--- config.mk ---
export PLATFORM = sky130hd
export DESIGN_NAME = jk_excitation_driver_flat
export DESIGN_NICKNAME = d
export VERILOG_FILES = /design/src/rtl/jk_excitation_driver_if.sv /design/src/rtl/jk_excitation_driver.sv /design/src/flat_wrapper.sv
export SDC_FILE = /design/constraint.sdc
export NUM_CORES = 1
export LEC_CHECK = 0
export ABC_CLOCK_PERIOD_IN_PS = 2650
export BUFFER_PORTS_ARGS = -buffer_cell sky130_fd_sc_hd__buf_2
export CAP_MARGIN = 20
export CORE_MARGIN = 4
export CORE_UTILIZATION = 41
export CTS_CLUSTER_DIAMETER = 100
export DETAILED_ROUTE_END_ITERATION = 10
export GPL_ROUTABILITY_DRIVEN = 0
export PLACE_DENSITY = 0.68
export SLEW_MARGIN = 40
export SYNTH_ARGS = -nofsm -noshare
export SYNTH_HDL_FRONTEND = slang
export SYNTH_SLANG_ARGS = --single-unit
--- constraint.sdc ---
create_clock -name clk -period 2.65 [get_ports clk]
set_input_delay 0.1325 -clock clk [delete_from_list [all_inputs] [get_ports clk]]
set_output_delay 0.1325 -clock clk [all_outputs]
set_load 0.05 [all_outputs]
--- src/rtl/jk_excitation_driver_if.sv ---
// Target-word stream into the JK excitation driver: valid/ready handshake plus data.
interface jk_excitation_driver_if #(
  parameter int WIDTH = 8
);
  logic             in_valid;
  logic [WIDTH-1:0] in_data;
  logic             in_ready;

  modport master (output in_valid, output in_data, input in_ready);
  modport slave  (input in_valid, input in_data, output in_ready);
endinterface

--- src/rtl/jk_excitation_driver.sv ---
// Queues target words and drives J/K so an external JK bank reaches each one, then checks Q.
// Pop on entry to DRIVE, result pulses 3 edges after push; in_ready drops while the FIFO is full.
module jk_excitation_driver #(
  parameter int WIDTH = 8,
  parameter int DEPTH = 4
) (
  input  logic                   clk,
  input  logic                   reset,
  jk_excitation_driver_if.slave  in_if,
  input  logic [WIDTH-1:0]       q_fb,
  output logic [WIDTH-1:0]       jk_j,
  output logic [WIDTH-1:0]       jk_k,
  output logic                   busy,
  output logic                   done,
  output logic                   mismatch,
  output logic [7:0]             err_count,
  input  logic                   err_clr,
  output logic [$clog2(DEPTH):0] fifo_count
);
  localparam int PW = $clog2(DEPTH);
  localparam logic [PW:0] FULL = (PW+1)'(DEPTH);

  typedef enum logic [1:0] {IDLE, DRIVE, CHECK} state_t;

  state_t           state_q, state_d;
  logic [WIDTH-1:0] mem_q [DEPTH];
  logic [PW-1:0]    wr_ptr_q, rd_ptr_q;
  logic [PW:0]      count_q, count_d;
  logic [WIDTH-1:0] target_q;
  logic             done_q, mismatch_q;
  logic [7:0]       err_q, err_d;
  logic             push, pop, match;

  // in_ready is held low while reset is asserted so nothing is accepted during reset
  assign in_if.in_ready = reset && (count_q != FULL);
  assign push           = in_if.in_valid && in_if.in_ready;
  assign pop            = (state_d == DRIVE);
  assign match          = (q_fb == target_q);

  assign busy       = (state_q != IDLE) || (count_q != '0);
  assign done       = done_q;
  assign mismatch   = mismatch_q;
  assign err_count  = err_q;
  assign fifo_count = count_q;

  always_ff @(posedge clk) begin
    if (!reset) begin
      state_q    <= IDLE;
      wr_ptr_q   <= '0;
      rd_ptr_q   <= '0;
      count_q    <= '0;
      target_q   <= '0;
      done_q     <= 1'b0;
      mismatch_q <= 1'b0;
      err_q      <= '0;
    end else begin
      state_q    <= state_d;
      count_q    <= count_d;
      done_q     <= (state_q == CHECK) && match;
      mismatch_q <= (state_q == CHECK) && !match;
      err_q      <= err_d;
      if (push) wr_ptr_q <= wr_ptr_q + 1'b1;
      if (pop) begin
        rd_ptr_q <= rd_ptr_q + 1'b1;
        target_q <= mem_q[rd_ptr_q];
      end
    end
  end

  always_ff @(posedge clk) begin
    if (push) mem_q[wr_ptr_q] <= in_if.in_data;
  end

  always_comb begin
    state_d = state_q;
    case (state_q)
      IDLE:    if (count_q != '0) state_d = DRIVE;
      DRIVE:   state_d = CHECK;
      CHECK:   state_d = (count_q != '0) ? DRIVE : IDLE;
      default: state_d = IDLE;
    endcase
  end

  // Only DRIVE excites the bank; set where the target is 1, reset where it is 0, never toggle
  always_comb begin
    jk_j = '0;
    jk_k = '0;
    if (state_q == DRIVE) begin
      jk_j = target_q & ~q_fb;
      jk_k = ~target_q & q_fb;
    end
  end

  always_comb begin
    count_d = count_q;
    case ({push, pop})
      2'b10:   count_d = count_q + 1'b1;
      2'b01:   count_d = count_q - 1'b1;
      default: count_d = count_q;
    endcase
  end

  // Clear wins over a same-cycle mismatch
  always_comb begin
    err_d = err_q;
    if (err_clr)
      err_d = '0;
    else if ((state_q == CHECK) && !match && (err_q != 8'hFF))
      err_d = err_q + 8'd1;
  end
endmodule

--- src/flat_wrapper.sv ---
// flat-port wrapper written by rule: the top's interface ports become plain ports
module jk_excitation_driver_flat 
#(
  parameter int WIDTH = 8,
  parameter int DEPTH = 4
)
  (clk, reset, q_fb, jk_j, jk_k, busy, done, mismatch, err_count, err_clr, fifo_count, in_if_in_valid, in_if_in_data, in_if_in_ready);
  jk_excitation_driver_if #(.WIDTH(WIDTH)) in_if_i ();
  input  logic clk;
  input  logic reset;
  input  logic [WIDTH-1:0] q_fb;
  output logic [WIDTH-1:0] jk_j;
  output logic [WIDTH-1:0] jk_k;
  output logic busy;
  output logic done;
  output logic mismatch;
  output logic [7:0] err_count;
  input  logic err_clr;
  output logic [$clog2(DEPTH):0] fifo_count;
  input wire logic [$bits(in_if_i.in_valid)-1:0] in_if_in_valid;
  input wire logic [$bits(in_if_i.in_data)-1:0] in_if_in_data;
  output wire logic [$bits(in_if_i.in_ready)-1:0] in_if_in_ready;
  assign in_if_i.in_valid = in_if_in_valid;
  assign in_if_i.in_data = in_if_in_data;
  assign in_if_in_ready = in_if_i.in_ready;
  jk_excitation_driver #(.WIDTH(WIDTH), .DEPTH(DEPTH)) u_core (.clk(clk), .reset(reset), .in_if(in_if_i), .q_fb(q_fb), .jk_j(jk_j), .jk_k(jk_k), .busy(busy), .done(done), .mismatch(mismatch), .err_count(err_count), .err_clr(err_clr), .fifo_count(fifo_count));
endmodule
# Word level (Yosys, flattened, before mapping)
# Memories as Yosys holds them, arrays and structs flattened. A register that Yosys moved wholly into a read port is not among the register bits.
# Index checks and enable logic that the tools add are counted.
word_totals:
  regBits: 19
  ramBits: 32
  in_bits: 20
  output_inout_bits: 31
  wordCells: 47
  n_memories: 1
memory_table:
  columns: ["memory", "words", "word_bits", "rd", "rd_ports_with_merged_regs", "wr", "line_no", "source"]
  rows:
  - ["u_core.mem_q", 4, 8, 1, 1, 1, "jk_excitation_driver.sv:26", "logic [WIDTH-1:0] mem_q [DEPTH];"]
classes:
  n_addsub: 5
  n_eq_ne: 8
  muxes: 8
  bitwise_logic: 5
  n_reduce_logical: 13
ops:
  columns: ["operator", "count"]
  rows:
  - ["$and 8x8->8", 2]
  - ["$mux 8", 2]
  - ["$not 8->8", 2]
  - ["$add 8x1->8 const B", 1]
  - ["$eq 8x8->1", 1]
  - ["$ne 8x8->1 const B", 1]
  - ["$eq 2x1->1 const B", 3]
  - ["$pmux 2 s3", 1]
  - ["$pmux 3 s2", 1]
  - ["$logic_and 1x1->1", 5]
  - ["$add 2x1->2 const B", 2]
  - ["$eq 2x2->1 const B", 2]
  - ["$reduce_bool 2->1", 2]
  - ["$add 3x1->3 const B", 1]
  - ["$mux 1", 3]
  - ["$ne 3x3->1 const B", 1]
  - ["$reduce_bool 3->1", 1]
  - ["$sub 3x1->3 const B", 1]
  - ["$logic_not 1->1", 2]
  - ["$logic_not 2->1", 1]
  - ["$mux 2", 1]
  - ["$reduce_or 2->1", 1]
  - ["$logic_or 1x1->1", 1]
  - ["$not 1->1", 1]

# Logic depth before layout (Yosys ltp)
# Gate-level depths: netlist of the first run.
logic_depth:
  depth_word: 6
  ltp_mapped: 10
  ltp_nobuf: 9

# Least setup slack after synthesis of the first run
# OpenSTA, ideal clock, no wires.
synth_timing:
  kind: "register -> register"
  from: "reg u_core.count_q[0], in the netlist u_core.fifo_count[0]"
  to: "reg u_core.count_q[2], in the netlist u_core.fifo_count[2]"
  setup_ns: 0.076
  arrival_ns: 2.485
  required_ns: 2.574
  slack_ns: 0.089
  path_stages_with_launch: 11
  n_path_buf: 1
  synth_period_minus_slack_ns: 2.561
  cell_sequence: "dfxtp_1 > nor3_2 > or2_1 > buf_2 > inv_2 > ha_1 > inv_1 > fa_1 > xor2_1 > or3_1 > a21boi_0"
synth_between:
  elab_chain_len: 6
  elab_cells_between_ends: 14
  cone_classes: "2 x add/sub; 4 x eq/ne; 4 x mux; 4 x reduce/logical"
synth_rtl:
  columns: ["item", "line_no", "source"]
  rows:
  - ["from (decl)", "jk_excitation_driver.sv:28", "logic [PW:0] count_q, count_d;"]
  - ["from (signal assigned)", "jk_excitation_driver.sv:58", "count_q <= count_d;"]
  - ["$reduce_bool 3->1", "jk_excitation_driver.sv:77, jk_excitation_driver.sv:79", null]
  - ["$mux 1 / $mux 2 (equally long branches)", "jk_excitation_driver.sv:79, jk_excitation_driver.sv:77", null]
  - ["$pmux 2 s3", "jk_excitation_driver.sv:76", "case (state_q)"]
  - ["$eq 2x1->1", "jk_excitation_driver.sv:37", "assign pop = (state_d == DRIVE);"]
  - ["$eq 2x1->1 / $eq 2x2->1 (equally long branches)", "jk_excitation_driver.sv:96", "case ({push, pop})"]
  - ["$pmux 3 s2 / $reduce_bool 2->1 (equally long branches)", null, null]
# Parallel ways exist; a longest one is shown, timed or not.
# A chain may end at the register's enable or synchronous reset.

# Final worst setup path of the first run
layout_timing:
  from: "reg u_core.count_q[2], in the netlist u_core.fifo_count[2]"
  to: "reg u_core.count_q[2], in the netlist u_core.fifo_count[2]"
# Same word-level chain as after synthesis.

==> results of run 1 <==
## power by group through the flow
stage	Clock, µW	Sequential (µW)	Combinational [µW]
2_1_floorplan	0	1240	762
3_3_place_gp	0	1230	998
3_5_place_dp	0	1240	1010
4_1_cts	747	1220	1020
5_1_grt	787	1240	1120
6_report	721	1210	1000
## cells by family after synthesis
family	count (synthesis)	share of synthesized area (%)
adders and majority gates	23	10.5
DFF	59	53.2
buffers and inverters	34	4.66
and+or+nand+nor	78	15.4
xor gates and xnor gates	5	1.55
AOI/OAI and AO/OA	32	7.98
muxes	9	6.74
## cell type report
type / count / area share (%)
clock buffer: 9 / 3.70
timing repair buffer: 54 / 8.60
tap: 77 / 2.88
clock inverter: 7 / 1.53
sequential: 59 / 44.9
multi-input combinational: 147 / 35.5
inverter: 26 / 2.92
## flip-flops by register name, summed over array words and instances, names as in the netlist, 2 cells and up
| register | cells |
|---|---|
| u_core.state_q | 2 |
| u_core.target_q | 8 |
| u_core.wr_ptr_q | 2 |
| u_core.fifo_count | 3 |
| u_core.rd_ptr_q | 2 |
| u_core.err_count | 8 |
| u_core.mem_q | 32 |
## how the worst max path moves through the flow
stage	end	slack, ps	startpoint
after CTS	u_core.fifo_count[2]$_SDFFE_PN0P_	330	u_core.fifo_count[2]$_SDFFE_PN0P_
after global routing	u_core.fifo_count[2]$_SDFFE_PN0P_	180	u_core.fifo_count[2]$_SDFFE_PN0P_
final	u_core.fifo_count[2]$_SDFFE_PN0P_	340	u_core.fifo_count[2]$_SDFFE_PN0P_
after floorplan	u_core.fifo_count[2]$_SDFFE_PN0P_	90	u_core.fifo_count[0]$_SDFFE_PN0P_
after global placement	u_core.fifo_count[2]$_SDFFE_PN0P_	430	u_core.fifo_count[2]$_SDFFE_PN0P_
after detailed placement	u_core.fifo_count[2]$_SDFFE_PN0P_	350	u_core.fifo_count[2]$_SDFFE_PN0P_
## per-layer routing
metal | global-route usage, % | vias up | share of wire [%]
met2 | 20.6 | 43 | 47
met1 | 16.5 | 875 | 46
met4 | 4.90 | 0 | 1.5
met5 | 0 | - | 0
li1 | - | 944 | -
met3 | 4.96 | 9 | 5.4
## timing repair
action / in CTS / in global routing
hold buffers: 3 / 0
setup buffers: 0 / 0
endpoints found under the setup margin: 0 / 0
endpoints found under the hold margin: 12 / 0
## critical path, cell delays in order, from the launching register on
cell and delay (ps):
dfxtp_1 380, inv_1 80, o311a_1 450, inv_1 90, ha_1 180, inv_1 60, fa_1 380, xor2_1 160
or3_1 310, a21boi_0 160
## synthesized netlist by cell type, types with 2 or more instances
cell / instances / area (µm²)
a21boi_1: 8 / 60.1
a21oi_1: 3 / 15.0
and2_1: 30 / 188
buf_2: 3 / 15.0
clkbuf_1: 4 / 15.0
dfxtp_1: 27 / 541
edfxtp_1: 32 / 961
ha_1: 22 / 275
inv_1: 25 / 93.8
mux4_2: 8 / 180
nand2_1: 25 / 93.8
nand2b_1: 2 / 12.5
nand3_1: 2 / 10.0
nand4_1: 4 / 25.0
nor2_1: 2 / 7.51
o211ai_1: 4 / 30.0
o21ai_0: 5 / 25.0
o31ai_1: 4 / 30.0
or3_1: 2 / 12.5
or4_1: 3 / 22.5
xnor2_1: 3 / 26.3
xor2_1: 2 / 17.5
## through the flow
stage	hold WS [ps]	instance area [µm²]	power (µW)	std cells
floorplan	231	2820	2000	240
CTS	4.58	3350	2980	379
finish	18.4	3350	2940	379
detailed placement	357	3140	2250	360
global route	6.28	3350	3140	379
global placement	347	3140	2230	360
==> impl_metrics.toml, run 1 <==
[clocking]
clkLatencyLatePin_ps = 330
clk_root_buffer_cell = "clkbuf_8"
numCtsBuffers = 9
ctsResizeCount = 0
max-clock-path-buffers = 2
cts_tree = "built"
h-tree-depth = 3
clkSinkCount = 59
clk_pin_slew_ps = 70

[yosys]
avgSynthCellArea_um2 = 11.8
syn_nets = 283
async_flop_share_pct = 0
synth_cell_types = 42
synth_edf_count = 32
yosysSeqAreaShare_pct = 53.2
ys_warn_count = 0
syn-instance-count = 240
netlist_area_um2 = 2820
synth_seq_cells = 59
synth_ff_type = "edfxtp_1"

[power_and_ir_drop]
pwr-share-clk_pct = 24.6
p_int_uw = 1800
combPwrFrac_pct = 34.1
power.switching_uw = 1140
switching_share_pct = 38.8
powerDensity_nw_per_um2 = 877
seqPwrFrac_pct = 41.3
vdd_ir_drop_max_mv = 0.465
power.leakage_uw = 0.00138

[floorplanning]
die_w_um = 91.0
rows = 29
die_height_um = 91.0
io-pin-count = 51
start_util_pct = 43.2
die-area_um2 = 8270
core_um2 = 6530

[sta]
finalSetupViolCount = 0
fin_crit_ps = 2310
relSlewSlack_pct = 58.2
grt_setup_unrepaired = "false"
finalMaxSlewViolations = 0
worst_pin_slew_ps = 626
final.period_utilization_pct = 87.1
fin_skew_ps = 9.23
hold_violations = 0
tns_ps = 0
setup_ws_ps = 342
max_freq_ghz = 0.433

[finish]
final_cell_mix = "buf_2 (50), edfxtp_1 (32), and2_1 (30), dfxtp_1 (27)"
diodes = 0
fin_nets = 340
multi_input_area_um2 = 1190
nFillCells = 588
final_util_pct = 51.2
drive_above_1_share_pct = 25.8
final_common_cell = "buf_2"
area_growth_pct = 18.6
seq_area_um2 = 1500

[setup_path]
r2r_start = "u_core.fifo_count[2]$_SDFFE_PN0P_"
cp_max_fo = 8
path_class = "register to register"
r2r_slack_ps = 340
endpoint_kind = "register"
r2r_end = "u_core.fifo_count[2]$_SDFFE_PN0P_"
critPathArrivalTime_ps = 2570
cp-start-kind = "register"
worstPathRequired_ps = 2910
reg2reg_depth = 9

[routing]
via_per_inst = 4.94
avgRoutedWirePerCell_um = 13.3
drcViolationCount = 0
dr.pass1.iters = 4
routed_wl_um = 5040
vias = 1871
ant_nets = 0
drt_iter0_markers = 62

[placement]
place_hpwl_um = 3620
place_ws_ps = 354
port_buffers = 50

[global_route]
grt_first_pass_wirelength_um = 8590
antenna_found_initial = 0
grt_pass1_vias = 1826
grt_max_degree = 24
grtUsageTotal_pct = 13.1
gr-total-overflow = 0

[worst_hold_path]
hp-start = "in_if_in_data[7]"
holdPathEnd = "u_core.mem_q[3][7]$_DFFE_PP_"
whs_path_depth = 1
hp-class = "input pin to register"

[outcome]
outcome = "complete, no violations"

[job]
maxCapViolations = 0
Note: power is estimated with default switching activity, not from simulation.
==> run 2, diff against run 1 <==
- CELL_PAD_IN_SITES_DETAIL_PLACEMENT: not set -> 1
- CELL_PAD_IN_SITES_GLOBAL_PLACEMENT: not set -> 1
- PLACE_DENSITY: 0.68 -> 0.81
==> impl_metrics.toml, run 2 (same netlist as run 1, synthesis figures left out) <==
[setup_path]
reg2reg_depth = 9
cp-start-kind = "register"
path_class = "register to register"
crit_end = "u_core.fifo_count[2]$_SDFFE_PN0P_"
worstPathRequired_ps = 2910
cp_max_fo = 8
endpoint_kind = "register"
startpoint = "u_core.fifo_count[2]$_SDFFE_PN0P_"
r2r_start = "u_core.fifo_count[2]$_SDFFE_PN0P_"
r2r_slack_ps = 260
critPathArrivalTime_ps = 2650
r2r_end = "u_core.fifo_count[2]$_SDFFE_PN0P_"

[clocking]
clkSinkCount = 59
numCtsBuffers = 9
clk_pin_slew_ps = 70
clk_root_buffer_cell = "clkbuf_8"
cts_tree = "built"
h-tree-depth = 3
ctsResizeCount = 0
max-clock-path-buffers = 2
clkLatencyLatePin_ps = 330

[global_route]
grt_pass1_vias = 2015
grt_first_pass_wirelength_um = 9950
gr-total-overflow = 0
antenna_found_initial = 0
grtUsageTotal_pct = 15.3
grt_max_degree = 24

[worst_hold_path]
hp-class = "input pin to register"
whs_path_depth = 1

[finish]
top_register = "u_core.mem_q"
diodes = 0
largest_register_ffs = 32
area_growth_pct = 20.1
final_util_pct = 51.9
final_cell_mix = "buf_2 (50), edfxtp_1 (32), and2_1 (30), dfxtp_1 (27)"
fin_nets = 341
drive_above_1_share_pct = 25.1
final_common_cell = "buf_2"

[floorplanning]
start_util_pct = 43.2
die_height_um = 91.0
io-pin-count = 51
core_um2 = 6530
die-area_um2 = 8270
die_w_um = 91.0
rows = 29

[sta]
holdWs_ps = 20.1
setup_ws_ps = 263
max_freq_ghz = 0.419
hold_violations = 0
fin_skew_ps = 6.57
fin_crit_ps = 2390
tns_ps = 0
worst_pin_slew_ps = 638
finalMaxSlewViolations = 0
relSlewSlack_pct = 57.4
finalSetupViolCount = 0
final.period_utilization_pct = 90.1
grt_setup_unrepaired = "false"

[job]
maxCapViolations = 0

[routing]
drt_iter0_markers = 42
dr.pass1.iters = 4
ant_nets = 0
routed_wl_um = 5890
vias = 1931
avgRoutedWirePerCell_um = 15.5
drcViolationCount = 0
via_per_inst = 5.08

[placement]
place_ws_ps = 289
port_buffers = 50
place_hpwl_um = 4340

[power_and_ir_drop]
powerDensity_nw_per_um2 = 920
power.leakage_uw = 0.00140
vdd_ir_drop_max_mv = 0.505

[outcome]
outcome = "complete, no violations"
==> run 2: changes by cell type in the layout (fill, tap and decap cells not counted) <==
| cell | delta |
|---|---|
| bufinv_16 | +2 |
| clkbuf_1 | +1 |
| clkinv_1 | +1 |
| clkinv_4 | -1 |
| dlygate4sd3_1 | +1 |
| inv_6 | -3 |
==> run 2: worst min-delay path by stage <==
stage	endpoint	slack, ps	from
after CTS	u_core.mem_q[1][3]$_DFFE_PP_	6	in_if_in_data[3]
final	u_core.mem_q[2][2]$_DFFE_PP_	20	in_if_in_data[2]
after global routing	u_core.mem_q[2][6]$_DFFE_PP_	9	in_if_in_data[6]
after floorplan	u_core.mem_q[0][0]$_DFFE_PP_	230	in_if_in_data[0]
after detailed placement	u_core.mem_q[3][1]$_DFFE_PP_	350	in_if_in_data[1]
after global placement	u_core.mem_q[2][1]$_DFFE_PP_	350	in_if_in_data[1]
==> run 2: area by class of cell <==
cell class	instances	area, µm²
Clock buffer	10	128
Clock inverter	6	80.1
Fill cell	705	3140
Inverter	26	97.6
Multi-Input combinational cell	147	1190
Sequential cell	59	1500
Tap cell	77	96.3
Timing Repair Buffer	55	298
==> run 2: worst max-delay path, cell delays in order (launching register included) <==
cell and delay (ps):
dfxtp_1 400, inv_1 80, o311a_1 460, inv_1 120, ha_1 200, inv_1 60, fa_1 370, xor2_1 160
or3_1 310, a21boi_0 150
==> run 2: power by group <==
group | internal (µW) | total, µW | switching [µW]
clock network | 521 | 868 | 346
registers | 1090 | 1220 | 132
logic | 373 | 1030 | 660
total | 1980 | 3120 | 1140
==> run 2: timing repair <==
action,in CTS,in global routing
hold buffers,4,0
endpoints found under the hold margin,12,0
setup buffers,0,0
==> run 2: per-layer routing <==
layer	track usage (%)	vias to the layer above	share of wire, %
met1	18.2	939	43
met4	4.90	0	1.1
li1	-	950	-
met5	0	-	0
met2	25.9	37	51
met3	5.37	5	4.8
==> run 2: through the flow <==
stage / total power (µW) / instance area (µm²) / cells
3_3_place_gp: 2240 / 3140 / 360
5_1_grt: 3340 / 3390 / 380
2_1_floorplan: 2000 / 2820 / 240
6_report: 3120 / 3390 / 380
3_5_place_dp: 2290 / 3140 / 360
4_1_cts: 3180 / 3390 / 380
==> run 3, diff against run 2 <==
- ABC_CLOCK_PERIOD_IN_PS: 2650 -> 2120
- CORE_UTILIZATION: 41 -> 40
- CTS_CLUSTER_DIAMETER: 100 -> 60
- PLACE_DENSITY: 0.81 -> 0.82
- clock period: 2.65 -> 2.12 ns (I/O delays scaled with it)
==> impl_metrics.toml, run 3 (same netlist as run 1, synthesis figures left out) <==
[outcome]
outcome = "complete, no violations"

[finish]
diodes = 0
area_growth_pct = 23.9
nFillCells = 750
final_common_cell = "buf_2"
largest_register_ffs = 32
fin_nets = 347
top_register = "u_core.mem_q"
final_cell_mix = "buf_2 (50), edfxtp_1 (32), and2_1 (30), nand2_1 (25), dfxtp_1 (24)"
final_util_pct = 51.2
drive_above_1_share_pct = 29.1
postLayoutCellArea_um2 = 3490

[setup_path]
cp_max_fo = 5
r2r_slack_ps = 80
cp-start-kind = "register"
critPathArrivalTime_ps = 2290
reg2reg_depth = 9
path_class = "register to register"
worstPathRequired_ps = 2370
endpoint_kind = "register"

[power_and_ir_drop]
combPwrFrac_pct = 36.5
vdd_ir_drop_max_mv = 0.449
seqPwrFrac_pct = 39.2
power.leakage_uw = 0.00143
powerDensity_nw_per_um2 = 1120
power.total_uw = 3920
pwr-share-clk_pct = 24.3
p_int_uw = 2450
power.switching_uw = 1460
switching_share_pct = 37.3

[sta]
finalMaxSlewViolations = 0
fin_crit_ps = 2040
final.period_utilization_pct = 96.0
max_freq_ghz = 0.491
worst_pin_slew_ps = 559
relSlewSlack_pct = 62.7
grt_setup_unrepaired = "true"
hold_violations = 0
fin_skew_ps = 12.1
finalSetupViolCount = 0

[global_route]
antenna_found_initial = 0
grtUsageTotal_pct = 15.2
grt_max_degree = 23
gr-total-overflow = 0
grt_pass1_vias = 2032
grt_first_pass_wirelength_um = 9990

[clocking]
clk_pin_slew_ps = 60
numCtsBuffers = 9
clk_root_buffer_cell = "clkbuf_8"
clkSinkCount = 59
h-tree-depth = 3
clkLatencyLatePin_ps = 330
cts_tree = "built"
max-clock-path-buffers = 2

[routing]
avgRoutedWirePerCell_um = 14.6
top_layer_used = "met4"
drt_iter0_markers = 60
dr.pass1.iters = 4
vias = 1933
dr_wl_met2_um = 3060
ant_nets = 0
dr_wl_met3_um = 232
wl_met1_um = 2530
drcViolationCount = 0
routed_wl_um = 5910
via_per_inst = 4.77

[floorplanning]
die-area_um2 = 8460
io-pin-count = 51
die_height_um = 92.0
start_util_pct = 41.3
rows = 30
die_w_um = 92.0
core_um2 = 6830

[placement]
port_buffers = 50
place_area_um2 = 3240
place_hpwl_um = 4360

[job]
maxCapViolations = 0

[worst_hold_path]
hp-class = "input pin to register"
whs_path_depth = 1
run 3: cell count changes in the layout (fill, tap and decap cells not counted), moves of 2 or more:
cell,previous run,this run
dfxtp_1,27,24
dfxtp_4,0,3
buf_4,1,5
dlygate4sd3_1,4,6
inv_1,25,22
run 3: final cells by class:
class | count | area (µm²) | share of cell area (%)
clock buffer | 9 | 124 | 3.54
timing repair buffer | 61 | 348 | 9.95
sequential | 59 | 1510 | 43.3
inverter | 26 | 108 | 3.08
multi-input combinational | 147 | 1220 | 35.0
tap | 96 | 120 | 3.44
clock inverter | 7 | 58.8 | 1.68
run 3: power groups by stage:
stage / Clock [µW] / Sequential, µW / Combinational [µW]
after CTS: 976 / 1540 / 1440
after global placement: 0 / 1540 / 1360
final: 952 / 1540 / 1430
after global routing: 1030 / 1570 / 1600
after floorplan: 0 / 1570 / 1040
after detailed placement: 0 / 1560 / 1410
run 3: metrics by stage:
stage	hold WS [ps]	instances	worst slack, ps	TNS [ps]
after floorplan	205	240	6.31	0
after global placement	317	382	93.3	0
after detailed placement	324	382	-23.9	-23.9
after CTS	2.26	405	39.9	0
after global routing	8.62	405	-12.0	-12.0
final	15.1	405	84.6	0
run 3: critical path: stages, from the launching register on:
cell	delay (ps)
dfxtp_4	390
inv_4	40
o311a_4	350
inv_2	70
ha_4	140
inv_2	40
fa_2	330
xor2_1	160
or3_1	310
a21boi_1	130
run 3: metal layers:
layer  GRT usage (%)  vias to the layer above
li1                -                      966
met1            18.1                      922
met2            26.2                       36
met3            3.12                        9
met4            7.05                        0
met5               0                        -
run 3: path summary, 6_finish.rpt:
kind,start,to
worst max-delay path,u_core.fifo_count[2]$_SDFFE_PN0P_,u_core.fifo_count[2]$_SDFFE_PN0P_
worst min-delay path,in_if_in_data[2],u_core.mem_q[1][2]$_DFFE_PP_
worst max register to register,u_core.fifo_count[2]$_SDFFE_PN0P_,u_core.fifo_count[2]$_SDFFE_PN0P_
worst min register to register,u_core.target_q[2]$_SDFFE_PN0P_,u_core.target_q[2]$_SDFFE_PN0P_
run 3: what timing repair did:
action | 4_1_cts | 5_1_grt
pin swaps | 2 | 0
setup endpoints to repair | 1 | 1
resized for setup | 1 | 4
endpoints found under the hold margin | 22 | 0
buffers inserted | 1 | 0
hold buffers | 6 | 0
